## src/rtl/share_arb_pkg.sv

```systemverilog
// Shared types and helpers for the share_arbiter block: FSM state type,
// channel count and one-hot/index conversion functions.
package share_arb_pkg;

  localparam int SHARE_ARB_NREQ = 4;

  typedef enum logic [1:0] {
    IDLE  = 2'd0,
    GRANT = 2'd1,
    GAP   = 2'd2
  } share_arb_state_t;

  // Channel index (0 = channel 1) to one-hot grant vector.
  function automatic logic [SHARE_ARB_NREQ-1:0] idxToOneHot(input logic [1:0] idx);
    return 4'b0001 << idx;
  endfunction

  // One-hot grant vector to channel index; lowest set bit wins if not one-hot.
  function automatic logic [1:0] oneHotToIdx(input logic [SHARE_ARB_NREQ-1:0] oh);
    logic [1:0] idx;
    idx = 2'd0;
    for (int i = SHARE_ARB_NREQ - 1; i >= 0; i--) begin
      if (oh[i]) idx = 2'(i);
    end
    return idx;
  endfunction

endpackage

```

## src/rtl/share_arb_rr_pick.sv

```systemverilog
// Combinational round-robin picker: scans channels starting one past the
// most recent owner, wrapping, and returns the first requesting channel.
module share_arb_rr_pick
  import share_arb_pkg::*;
(
  input  logic [SHARE_ARB_NREQ-1:0] reqVec,
  input  logic [1:0]                last,
  output logic                      valid,
  output logic [1:0]                winner
);

  logic [1:0] cand;

  // Rotating priority scan; the previous owner is checked last.
  always_comb begin
    valid  = 1'b0;
    winner = 2'd0;
    cand   = 2'd0;
    for (int i = 1; i <= SHARE_ARB_NREQ; i++) begin
      cand = last + 2'(i);
      if (!valid && reqVec[cand]) begin
        valid  = 1'b1;
        winner = cand;
      end
    end
  end

endmodule

```

## src/rtl/share_arbiter.sv

```systemverilog
// Round-robin owner arbiter for the shared word memory port.
// Issues one-hot busy_1..busy_4 grants with a programmable all-idle gap
// between owners so the distributor's registered outputs drain to zero.
// Optional feature macro: SHARE_ARB_TIMEOUT_EN (hold counter + preemption).
module share_arbiter
  import share_arb_pkg::*;
#(
  parameter int GAP_CYCLES = 1,
  parameter int MAX_HOLD   = 256
) (
  input  logic       clk,
  input  logic       reset,
  input  logic       req_1,
  input  logic       req_2,
  input  logic       req_3,
  input  logic       req_4,
  output logic       busy_1,
  output logic       busy_2,
  output logic       busy_3,
  output logic       busy_4,
  output logic [1:0] grant_id,
  output logic       idle,
  output logic       preempt,
  output logic [1:0] stateDbg
);

  // Handshake: a channel raises req_k and waits; busy_k rises one edge after
  // the request is sampled and stays high while req_k stays high. Dropping
  // req_k releases ownership at the next edge. A request dropped before its
  // busy_k rises is forgotten. busy_k falling while req_k is still high
  // (preemption) is an abort the owner must honour.

  if (GAP_CYCLES < 1 || GAP_CYCLES > 15 || MAX_HOLD < 2 || MAX_HOLD > 65535) begin : g_bad_params
    $error("share_arbiter: GAP_CYCLES or MAX_HOLD out of range");
  end

  localparam logic [3:0] GAP_LOAD = 4'(GAP_CYCLES - 1);

  logic [SHARE_ARB_NREQ-1:0] reqVec;
  share_arb_state_t          state, nextState;
  logic [1:0]                lastQ, lastD;
  logic [1:0]                grantIdQ, grantIdD;
  logic [1:0]                pickIdx;
  logic                      pickValid;
  logic [3:0]                gapCnt, gapD;
  logic [SHARE_ARB_NREQ-1:0] busyQ, busyD;
  logic                      idleQ, idleD;
  logic                      timeoutHit;

  assign reqVec = {req_4, req_3, req_2, req_1};

  share_arb_rr_pick uPick (
    .reqVec (reqVec),
    .last   (lastQ),
    .valid  (pickValid),
    .winner (pickIdx)
  );

`ifdef SHARE_ARB_TIMEOUT_EN
  localparam logic [15:0] HOLD_LAST = 16'(MAX_HOLD - 1);

  logic [15:0] holdCnt;
  logic        othersReq;
  logic        preemptQ;

  assign othersReq  = |(reqVec & ~idxToOneHot(grantIdQ));
  assign timeoutHit = (holdCnt == HOLD_LAST) && othersReq;

  // Hold counter: zero outside GRANT, counts grant cycles, saturates.
  always_ff @(posedge clk or negedge reset) begin
    if (!reset) begin
      holdCnt <= 16'd0;
    end else if (state != GRANT) begin
      holdCnt <= 16'd0;
    end else if (holdCnt != HOLD_LAST) begin
      holdCnt <= holdCnt + 16'd1;
    end
  end

  // Preempt pulse: the owner still wanted the port but was forced out.
  always_ff @(posedge clk or negedge reset) begin
    if (!reset) begin
      preemptQ <= 1'b0;
    end else begin
      preemptQ <= (state == GRANT) && reqVec[grantIdQ] && timeoutHit;
    end
  end

  assign preempt = preemptQ;
`else
  assign timeoutHit = 1'b0;
  assign preempt    = 1'b0;
`endif

  // Next-state, next-owner and next-output decode.
  always_comb begin
    nextState = state;
    lastD     = lastQ;
    gapD      = gapCnt;
    busyD     = busyQ;
    grantIdD  = grantIdQ;
    case (state)
      IDLE: begin
        busyD = '0;
        if (pickValid) begin
          nextState = GRANT;
          busyD     = idxToOneHot(pickIdx);
          grantIdD  = pickIdx;
        end
      end
      GRANT: begin
        if (!reqVec[grantIdQ] || timeoutHit) begin
          nextState = GAP;
          busyD     = '0;
          lastD     = grantIdQ;
          gapD      = GAP_LOAD;
        end
      end
      GAP: begin
        busyD = '0;
        if (gapCnt != 4'd0) begin
          gapD = gapCnt - 4'd1;
        end else if (pickValid) begin
          nextState = GRANT;
          busyD     = idxToOneHot(pickIdx);
          grantIdD  = pickIdx;
        end else begin
          nextState = IDLE;
        end
      end
      default: begin
        nextState = IDLE;
        busyD     = '0;
      end
    endcase
    idleD = (nextState == IDLE);
  end

  // State, pointer, gap counter and registered outputs.
  always_ff @(posedge clk or negedge reset) begin
    if (!reset) begin
      state    <= IDLE;
      lastQ    <= 2'd3;
      gapCnt   <= 4'd0;
      busyQ    <= '0;
      grantIdQ <= 2'd0;
      idleQ    <= 1'b1;
    end else begin
      state    <= nextState;
      lastQ    <= lastD;
      gapCnt   <= gapD;
      busyQ    <= busyD;
      grantIdQ <= grantIdD;
      idleQ    <= idleD;
    end
  end

  assign busy_1   = busyQ[0];
  assign busy_2   = busyQ[1];
  assign busy_3   = busyQ[2];
  assign busy_4   = busyQ[3];
  assign grant_id = grantIdQ;
  assign idle     = idleQ;
  assign stateDbg = state;

endmodule

```

## config.mk

```make
export PLATFORM = sky130hd
export DESIGN_NAME = share_arbiter
export DESIGN_NICKNAME = d
export VERILOG_FILES = /design/src/rtl/share_arb_pkg.sv /design/src/rtl/share_arb_rr_pick.sv /design/src/rtl/share_arbiter.sv
export SDC_FILE = /design/constraint.sdc
export NUM_CORES = 1
export LEC_CHECK = 0
export ABC_AREA = 1
export CAP_MARGIN = 20
export CORE_ASPECT_RATIO = 2
export CORE_MARGIN = 2
export CORE_UTILIZATION = 35
export CTS_CLUSTER_SIZE = 14
export DETAILED_ROUTE_END_ITERATION = 16
export GPL_TIMING_DRIVEN = 0
export PLACE_DENSITY_LB_ADDON = 0.05
export SYNTH_ARGS = -nofsm -noshare
export SYNTH_HDL_FRONTEND = slang
export SYNTH_SLANG_ARGS = --single-unit
```

## constraint.sdc

```tcl
create_clock -name clk -period 1.6 [get_ports clk]
set_input_delay 0.24 -clock clk [delete_from_list [all_inputs] [get_ports clk]]
set_output_delay 0.24 -clock clk [all_outputs]
set_load 0.03 [all_outputs]
```

== After elaboration in Yosys (flattened, before gate mapping) ==
Cells that the tools add are included.

* Add/subtract/negate cells: 4
* Multiply operators: 0
* Div/mod/pow operators: 0
* Order comparisons: 5
* Equality and inequality tests: 5
* Shift operators: 1
* Muxes and demuxes: 32
* Bitwise gates (word level): 1
* Reductions and logical operators: 14

{| class="wikitable"
|+ Operator list
! kind !! number
|-
| $mux W2 || 9
|-
| $mux W4 || 4
|-
| $lt A2 B3 Y1 const B || 5
|-
| $pmux W4 S3 || 1
|-
| $bmux W1 S2 || 5
|-
| $mux W1 || 10
|-
| $pmux W4 S2 || 1
|-
| $ne A2 B2 Y1 const B || 3
|-
| $pmux W2 S3 || 1
|-
| $add A2 B2 Y2 const B || 2
|-
| $logic_not A2 Y1 || 2
|-
| $pmux W2 S2 || 1
|-
| $reduce_and A2 Y1 || 2
|-
| $reduce_bool A2 Y1 || 2
|-
| $reduce_bool A4 Y1 || 1
|-
| $shl A1 B2 Y4 const A || 1
|-
| $sub A4 B1 Y4 const B || 1
|-
| $logic_and A1 B1 Y1 || 3
|-
| $logic_not A1 Y1 || 3
|-
| $reduce_and A3 Y1 || 1
|-
| $add A2 B1 Y2 const B || 1
|-
| $eq A2 B1 Y1 const B || 1
|-
| $eq A2 B2 Y1 const B || 1
|-
| $not A1 Y1 || 1
|}

* Flip-flop bits (word level): 15
* Latch bits: 0
* RAM bits: 0
* Bits in read-only memories: 0
* Input bits: 6
* Output and inout bits: 10
* Memories kept: 0

== Longest topological paths before layout ==
Gate-level depths: netlist of run 1.

* Depth after elaboration: 17
* Depth in mapped cells: 14
* Gate-level depth less buffers: 13

== Hierarchy ==
From an unflattened synthesis of run 1, not the netlist that was laid out.

* Cells, all modules: 141
* Area, all modules: 1049.8 um^2

{| class="wikitable"
|+ Modules (own cells, without submodules)
! module !! instances !! cells each !! area each (um^2) !! sequential area each (um^2)
|-
| share_arbiter || 1 || 92 || 759.5 || 379.1
|-
| share_arb_rr_pick || 1 || 49 || 290.3 || 0.0
|}

== Worst setup path before layout of run 1 ==
OpenSTA, ideal clock, no wires.

* Kind: register to register
* Start: register lastQ[0]
* End: register grantIdQ[0] (netlist: grant_id[0])
* Arrival: 1.432 ns
* Setup slack: 0.049 ns
* Stages on the path, launching flop included: 12
* Path buffers: 1
* Cell sequence: dfstp_2 > buf_4 > inv_8 > nand2_1 > nand2_2 > nand2_2 > nand2_2 > nor2_4 > nand3_2 > nand2_2 > inv_2 > o21a_1

* Longest elaborated chain between the ends: 16
* Elaborated cells on any way between the ends: 28

{| class="wikitable"
|+ Ends and longest elaborated chain
! what !! line !! RTL
|-
| start: declaration || share_arbiter.sv:41 || <nowiki>logic [1:0] lastQ, lastD;</nowiki>
|-
| start signal: assignment || share_arbiter.sv:150 || <nowiki>lastQ <= lastD;</nowiki>
|-
| $add A2 B1 Y2 || share_arb_rr_pick.sv:20 || <nowiki>cand = last + 2'(i);</nowiki>
|-
| $bmux W1 S2 || share_arb_rr_pick.sv:21 || <nowiki>if (!valid && reqVec[cand]) begin</nowiki>
|-
| $mux W1 (not written as such) || share_arb_rr_pick.sv:21 ||
|-
| $mux W1 || share_arb_rr_pick.sv:21 ||
|-
| $logic_not A1 Y1 || share_arb_rr_pick.sv:21 ||
|-
| $logic_and A1 B1 Y1 || share_arb_rr_pick.sv:21 ||
|-
| $mux W1 || share_arb_rr_pick.sv:21 ||
|-
| $logic_not A1 Y1 || share_arb_rr_pick.sv:21 ||
|-
| $logic_and A1 B1 Y1 || share_arb_rr_pick.sv:21 ||
|-
| $mux W1 || share_arb_rr_pick.sv:21 ||
|-
| $logic_not A1 Y1 || share_arb_rr_pick.sv:21 ||
|-
| $logic_and A1 B1 Y1 || share_arb_rr_pick.sv:21 ||
|-
| $mux W2 / $mux W1 (equally long branches) || share_arb_rr_pick.sv:21 ||
|-
| $mux W2 (*) || share_arbiter.sv:105, share_arbiter.sv:123 ||
|-
| $mux W2 || share_arbiter.sv:121 || <nowiki>if (gapCnt != 4'd0) begin</nowiki>
|-
| $pmux W2 S2 (*) || share_arbiter.sv:102 || <nowiki>case (state)</nowiki>
|-
| end signal: assignment || share_arbiter.sv:153 || <nowiki>grantIdQ <= grantIdD;</nowiki>
|-
| end: declaration || share_arbiter.sv:42 || <nowiki>logic [1:0] grantIdQ, grantIdD;</nowiki>
|}

Every way passes the cells marked *; elsewhere a longest branch is shown, timed or not. The select of a mux whose other input is x is not followed.
A chain may end at the register's enable or synchronous reset.

== Worst setup path in the final report of run 1 ==
* Start: register lastQ[0]
* End: register busyQ[0]

* Longest elaborated chain between the ends: 17
* Elaborated cells on any way between the ends: 29

{| class="wikitable"
|+ Ends and longest elaborated chain
! what !! line !! RTL
|-
| $add A2 B1 Y2 || share_arb_rr_pick.sv:20 ||
|-
| $bmux W1 S2 || share_arb_rr_pick.sv:21 ||
|-
| $mux W1 (not written as such) || share_arb_rr_pick.sv:21 ||
|-
| $mux W1 || share_arb_rr_pick.sv:21 ||
|-
| $logic_not A1 Y1 || share_arb_rr_pick.sv:21 ||
|-
| $logic_and A1 B1 Y1 || share_arb_rr_pick.sv:21 ||
|-
| $mux W1 || share_arb_rr_pick.sv:21 ||
|-
| $logic_not A1 Y1 || share_arb_rr_pick.sv:21 ||
|-
| $logic_and A1 B1 Y1 || share_arb_rr_pick.sv:21 ||
|-
| $mux W1 || share_arb_rr_pick.sv:21 ||
|-
| $logic_not A1 Y1 || share_arb_rr_pick.sv:21 ||
|-
| $logic_and A1 B1 Y1 || share_arb_rr_pick.sv:21 ||
|-
| $mux W2 || share_arb_rr_pick.sv:21 ||
|-
| $shl A1 B2 Y4 || share_arb_pkg.sv:15 || <nowiki>return 4'b0001 << idx;</nowiki>
|-
| $mux W4 (*) || share_arbiter.sv:105, share_arbiter.sv:123 ||
|-
| $mux W4 || share_arbiter.sv:121 ||
|-
| $pmux W4 S3 (*) || share_arbiter.sv:102 ||
|-
| end signal: assignment || share_arbiter.sv:152 || <nowiki>busyQ <= busyD;</nowiki>
|-
| end: declaration || share_arbiter.sv:46 || <nowiki>logic [SHARE_ARB_NREQ-1:0] busyQ, busyD;</nowiki>
|}

Marks and branches as above.

==> metrics.txt, run 1 <==
outcome=finished, violations left; failing checks=setup timing; layout cell share with drive strength beyond 1=0.331; crit path max fanout=8; CTS Root Cell=clkbuf_8; RSZ-0062 raised after global routing=true; worst min path class=in -> async; # setup viols final=5; pwr/cell area=~2300 nW/µm²; max cap viols=0; CTS Buffer Depth=2; Post-Layout Cell Count=roughly 190; worst-margin pin slew=between 0.6 and 0.7 ns; Seq/Total Area, Yosys=0.401; Yosys cell types=23; Hold Worst Slack=approximately 0.4 ns; fin crit share=1.04; crit-path leading delay family=simple AND/OR/NAND/NOR gates; RePlAce Congestion=between 0.7 and 0.8; maximum VDD drop=about 1500 µV; first-pass GRT wire length=3.69 mm; max_slew headroom=0.557; setup TNS=-0.181 ns; most common cell after layout, fill and taps aside=nand2_1; Critical Path Start Type=register; TritonCTS buffer count=3; GRT Total Usage=0.166; width of the die=40.8 µm; DP Worst Slack=-0.191 ns; antenna cells=0; Synth top area share=0.317; CTS tree=done; Clock transition at path regs=about 0.060 ns; Starting Density=0.368; Final Net Count=165; Mapped Area=around 950 µm²; critical path capture point type=register; first drt pass iteration count=2; post-route ant nets=0; pin count of the biggest net entering global routing=16; vias in the first global route=slightly below 900; die height=a little under 80 µm; cells after synthesis=133; core box area=2570 µm²; drt via density=around 4.8; required time worst endpoint=between 1.5 and 2 ns; Ys Warns=0; residual DRC count=0; H-tree levels=1; placed cell count=~180; Tmin final=1.66 ns; final hold violations=0; FF+latch count, synth=15; LEAKAGE=~0.65 nW; # IOs=16; commonest non-fill, non-tap cells in the layout=28 x nand2_1, 20 x nand2_2, 13 x inv_1, 12 x dfrtp_1, 11 x clkdlybuf4s50_1; # rows=26; detailed placement HPWL=1.65 mm; die area=~3200 µm²; clock net sink count=15; clk_skew=0.00306 ns; WP buf/inv=2; area leader, netlist=dfrtp_1; DR vias=893; Synth area leaders=dfrtp_1 32%, nand2_1 16%, dfstp_2 8.3%; Initial DRC Count=16; total gr overflow=0; CP Class=reg -> reg; Area Growth Syn to Fin=35.2%; crit-path max cell delay=around 0.52 ns; Final WS setup=-0.0564 ns; final WL=2.21 mm; Crit-path slowest cell=dfstp_2; port bufs=14; maximum clock frequency=between 0.6 and 0.7 GHz; Slew Limit Fails=0; Syn Nets=140; crit path DAT=roughly 1.8 ns; Synth Area per Inst=7.11 µm²; Clock Latency Late Sink=~0.24 ns; CP dominant cell by count=nand2_1; CP Cell Sequence=buf_6 -> buf_4 -> nand2_1 -> nand2_2 -> nand2_2 -> nand2_4 -> nor2_4 -> nand3_1 -> nand3_2 -> nor2_2 -> nand2_1 -> nand2_1; initial antenna violation count=0; WL/cell=12.0 µm
==> kinds of logic (layout without fill, tap and decap cells) <==
group | after synthesis | after routing | synth area share
flip-flops | 15 | 15 | 0.401
AND/OR/NAND/NOR | 78 | 78 | 0.384
buffers and inverters | 21 | 45 | 0.0992
AO/OA/AOI/OAI | 17 | 17 | 0.0992
adder cells (fa/ha/maj) | 1 | 1 | 0.0132
other | 1 | 1 | 0.00396
==> flip-flops by register name, summed over array words and instances (netlist names) <==
| name | count |
|---|---|
| stateDbg | 2 |
| busyQ | 4 |
| gapCnt | 4 |
| lastQ | 2 |
| idle | 1 |
| grant_id | 2 |
==> area by class of cell <==
type                       count  area, µm²
inverter                      19       81.3
clock inverter                 1       5.00
clock buffer                   3       41.3
multi-input combinational     97        533
timing repair buffer          20        185
fill                         269       1290
buffer                         2       18.8
sequential                    15        379
tap                           28       35.0
==> cells in the mapped netlist <==
cell,instances
nand2_1,40
dfrtp_1,12
inv_1,15
inv_8,1
conb_1,1
nand2_2,11
nand4_1,2
dfstp_2,3
o21ai_0,5
nor2_1,10
o21ai_1,1
ha_1,1
nand3_1,10
o21ai_2,1
o22ai_1,1
inv_2,3
nor2_2,2
o21a_1,1
a21oi_1,7
a31oi_1,1
buf_4,2
nand3_2,2
nor2_4,1
==> power breakdown <==
group | total [mW] | leakage [nW] | internal [mW] | switching [mW]
Combinational | 1.95 | 0.443 | 0.720 | 1.23
Clock | 0.299 | 0.0255 | 0.172 | 0.127
Sequential | 0.675 | 0.186 | 0.559 | 0.116
Total | 2.92 | 0.655 | 1.45 | 1.47
==> through the flow <==
step | power (mW) | util | instance area [µm²]
global placement | 2.34 | 0.436 | 1120
global route | 3.19 | 0.498 | 1280
floorplan | 1.91 | - | 946
detailed placement | 2.35 | 0.436 | 1120
finish | 2.92 | 0.498 | 1280
CTS | 2.77 | 0.473 | 1220
==> timing repair <==
action | 4_1_cts | 5_1_grt
hold buffers | 0 | 0
setup buffers | 4 | 2
gates resized for setup | 9 | 16
endpoints found under the setup margin | 9 | 11
pin swaps | 3 | 6
==> worst paths after layout <==
kind / startpoint / endpoint / slack (ns) / depth (start not counted)
worst max-delay path: lastQ[0] / busyQ[0] / -0.06 / 12
worst min-delay path: reset / busyQ[2] / 0.40 / 1
worst max register to register: lastQ[0] / busyQ[0] / -0.06 / 12
worst min register to register: busyQ[1] / busyQ[1] / 0.49 / 2
max in group asynchronous: reset / gapCnt[3] / 0.77 / 1
min in group clk: busyQ[1] / busyQ[1] / 0.49 / 2
==> per-layer routing <==
metal,track usage,wire [µm],vias to the layer above
met5,0,0,-
met4,0.0900,49,0
met3,0.0229,42,6
met2,0.287,1300,11
met1,0.174,817,409
li1,-,-,467
Note: power is estimated with default switching activity, not from simulation.
==> run 2: changes to the inputs <==
--- a/config.mk
+++ b/config.mk
@@ -13,7 +13,7 @@
 export CTS_CLUSTER_SIZE = 14
 export DETAILED_ROUTE_END_ITERATION = 16
 export GPL_TIMING_DRIVEN = 0
-export PLACE_DENSITY_LB_ADDON = 0.05
+export PLACE_DENSITY = 0.62
 export SYNTH_ARGS = -nofsm -noshare
 export SYNTH_HDL_FRONTEND = slang
 export SYNTH_SLANG_ARGS = --single-unit
==> metrics.txt, run 2 (same netlist as run 1, synthesis figures left out) <==
outcome=finished, violations left; failing checks=setup timing; design area=1240 µm²; LEAKAGE=0.641 nW; Clock power frac=0.106; pwr/cell area=2280 nW/µm²; Initial DRC Count=12; CTS Buffer Depth=2; Comb pwr share=0.653; commonest non-fill, non-tap cells in the layout=33 x nand2_1, 16 x nand2_2, 14 x inv_1, 12 x dfrtp_1, 11 x clkdlybuf4s50_1; GRT Total Usage=0.168; first drt pass iteration count=4; Seq pwr share=0.240; detailed placement HPWL=~1.6 mm; # rows=26; most common cell after layout, fill and taps aside=nand2_1; clock net sink count=15; clk_skew=~0.0031 ns; vias in the first global route=939; # setup viols final=5; CP Class=reg -> reg; die area=3160 µm²; first-pass GRT wire length=3.62 mm; core box area=around 2600 µm²; required time worst endpoint=1.74 ns; TritonCTS buffer count=3; # IOs=16; total gr overflow=0; antenna cells=0; max cap viols=0; Critical Path Start Type=register; maximum VDD drop=1020 µV; worst min path class=in -> async; layout cell share with drive strength beyond 1=0.284; Clock Latency Late Sink=between 0.2 and 0.3 ns; Area Growth Syn to Fin=31.3%; Starting Density=0.368; Filler cells=284; fin crit share=1.03; multi-input logic area=518 µm²; WL/cell=~12 µm; final hold violations=0; RSZ-0062 raised after global routing=true; CTS hold repair buffers=0; die height=~78 µm; worst-margin pin slew=about 0.66 ns; H-tree levels=1; residual DRC count=0; Clock transition at path regs=0.06 ns; crit path DAT=~1.8 ns; crit path max fanout=9; Power Internal=about 1.4 mW; CTS tree=done; R2R cell count=11; Final WS setup=-0.0504 ns; Post-Layout Cell Count=between 150 and 200; setup TNS=-0.162 ns; initial antenna violation count=0; Sw Ratio=0.501; DP Worst Slack=-0.156 ns; Final Net Count=~160; Tmin final=around 1.7 ns; DR vias=916; CTS Root Cell=clkbuf_8; Slew Limit Fails=0; final WL=2.16 mm; pin count of the biggest net entering global routing=16; max_slew headroom=0.558; sw power=about 1.4 mW; RePlAce Congestion=0.745; placed cell count=175; drt via density=about 5; Final Util=0.483; width of the die=~41 µm; register area=around 380 µm²; DP Area=between 1000 and 1500 µm²; post-route ant nets=0; critical path capture point type=register; port bufs=14; maximum clock frequency=just over 0.6 GHz; top flop regs=busyQ (4), gapCnt (4)
## run 2: power by group through the flow
stage                     clock (mW)  sequential [mW]  combinational (mW)
after floorplan                    0            0.816                1.10
after global placement             0            0.670                1.63
after detailed placement           0            0.675                1.67
after CTS                      0.317            0.677                1.78
after global routing           0.325            0.699                2.06
final                          0.301            0.680                1.85
## run 2: per-layer routing
metal,share of wire,vias up,track usage
met1,0.38,439,0.154
met5,0,-,0
met2,0.56,14,0.298
met4,0.033,0,0.120
li1,-,458,-
met3,0.019,5,0.0171
## run 2: worst paths after layout
kind	start	to	slack [ns]
setup / recovery	lastQ[0]	grant_id[0]	-0.05
hold / removal	reset	gapCnt[1]	0.40
setup reg to reg	lastQ[0]	grant_id[0]	-0.05
hold reg to reg	busyQ[1]	busyQ[1]	0.48
max in group asynchronous	reset	stateDbg[0]	0.78
min in group clk	busyQ[1]	busyQ[1]	0.48
## run 2: repair_timing
action / 4_1_cts / 5_1_grt
cloned: 1 / 0
endpoints found under the setup margin: 9 / 11
endpoints found under the hold margin: 0 / 0
pin swaps: 2 / 6
gates resized for setup: 10 / 8
buffers inserted: 2 / 1
## run 2: per-stage QoR
stage                     power [mW]  hold slack (ns)
after detailed placement        2.34            0.476
after global routing            3.09            0.456
after floorplan                 1.91          -0.0556
after global placement          2.30            0.470
after CTS                       2.78            0.415
final                           2.83            0.397
## run 2: layout make-up
| type | count | share of cell area |
|---|---|---|
| plain buffers | 2 | 0.0151 |
| well taps | 28 | 0.0282 |
| multi-input cells | 97 | 0.417 |
| inverters | 19 | 0.0634 |
| clock buffers | 4 | 0.0363 |
| flip-flops and latches | 15 | 0.305 |
| repair buffers | 18 | 0.135 |
## run 2: worst max-delay path, stage by stage (launching register included)
cell and delay, ns:
dfstp_2 0.54, buf_6 0.13, inv_8 0.05, nand2_2 0.05
nand2_2 0.07, nand2_2 0.07, nand2_2 0.08, nor2_4 0.14
nand3_4 0.10, nand2_4 0.10, inv_2 0.05, o21a_1 0.15
==> run 3: changes to the inputs <==
--- a/config.mk
+++ b/config.mk
@@ -13,6 +13,7 @@
 export CTS_CLUSTER_SIZE = 14
 export DETAILED_ROUTE_END_ITERATION = 16
 export GPL_TIMING_DRIVEN = 0
+export HOLD_SLACK_MARGIN = 0.06
 export PLACE_DENSITY = 0.62
 export SYNTH_ARGS = -nofsm -noshare
 export SYNTH_HDL_FRONTEND = slang
==> results of run 3 <==
Same layout as run 2: the final DEF is identical, and so are final timing and power.
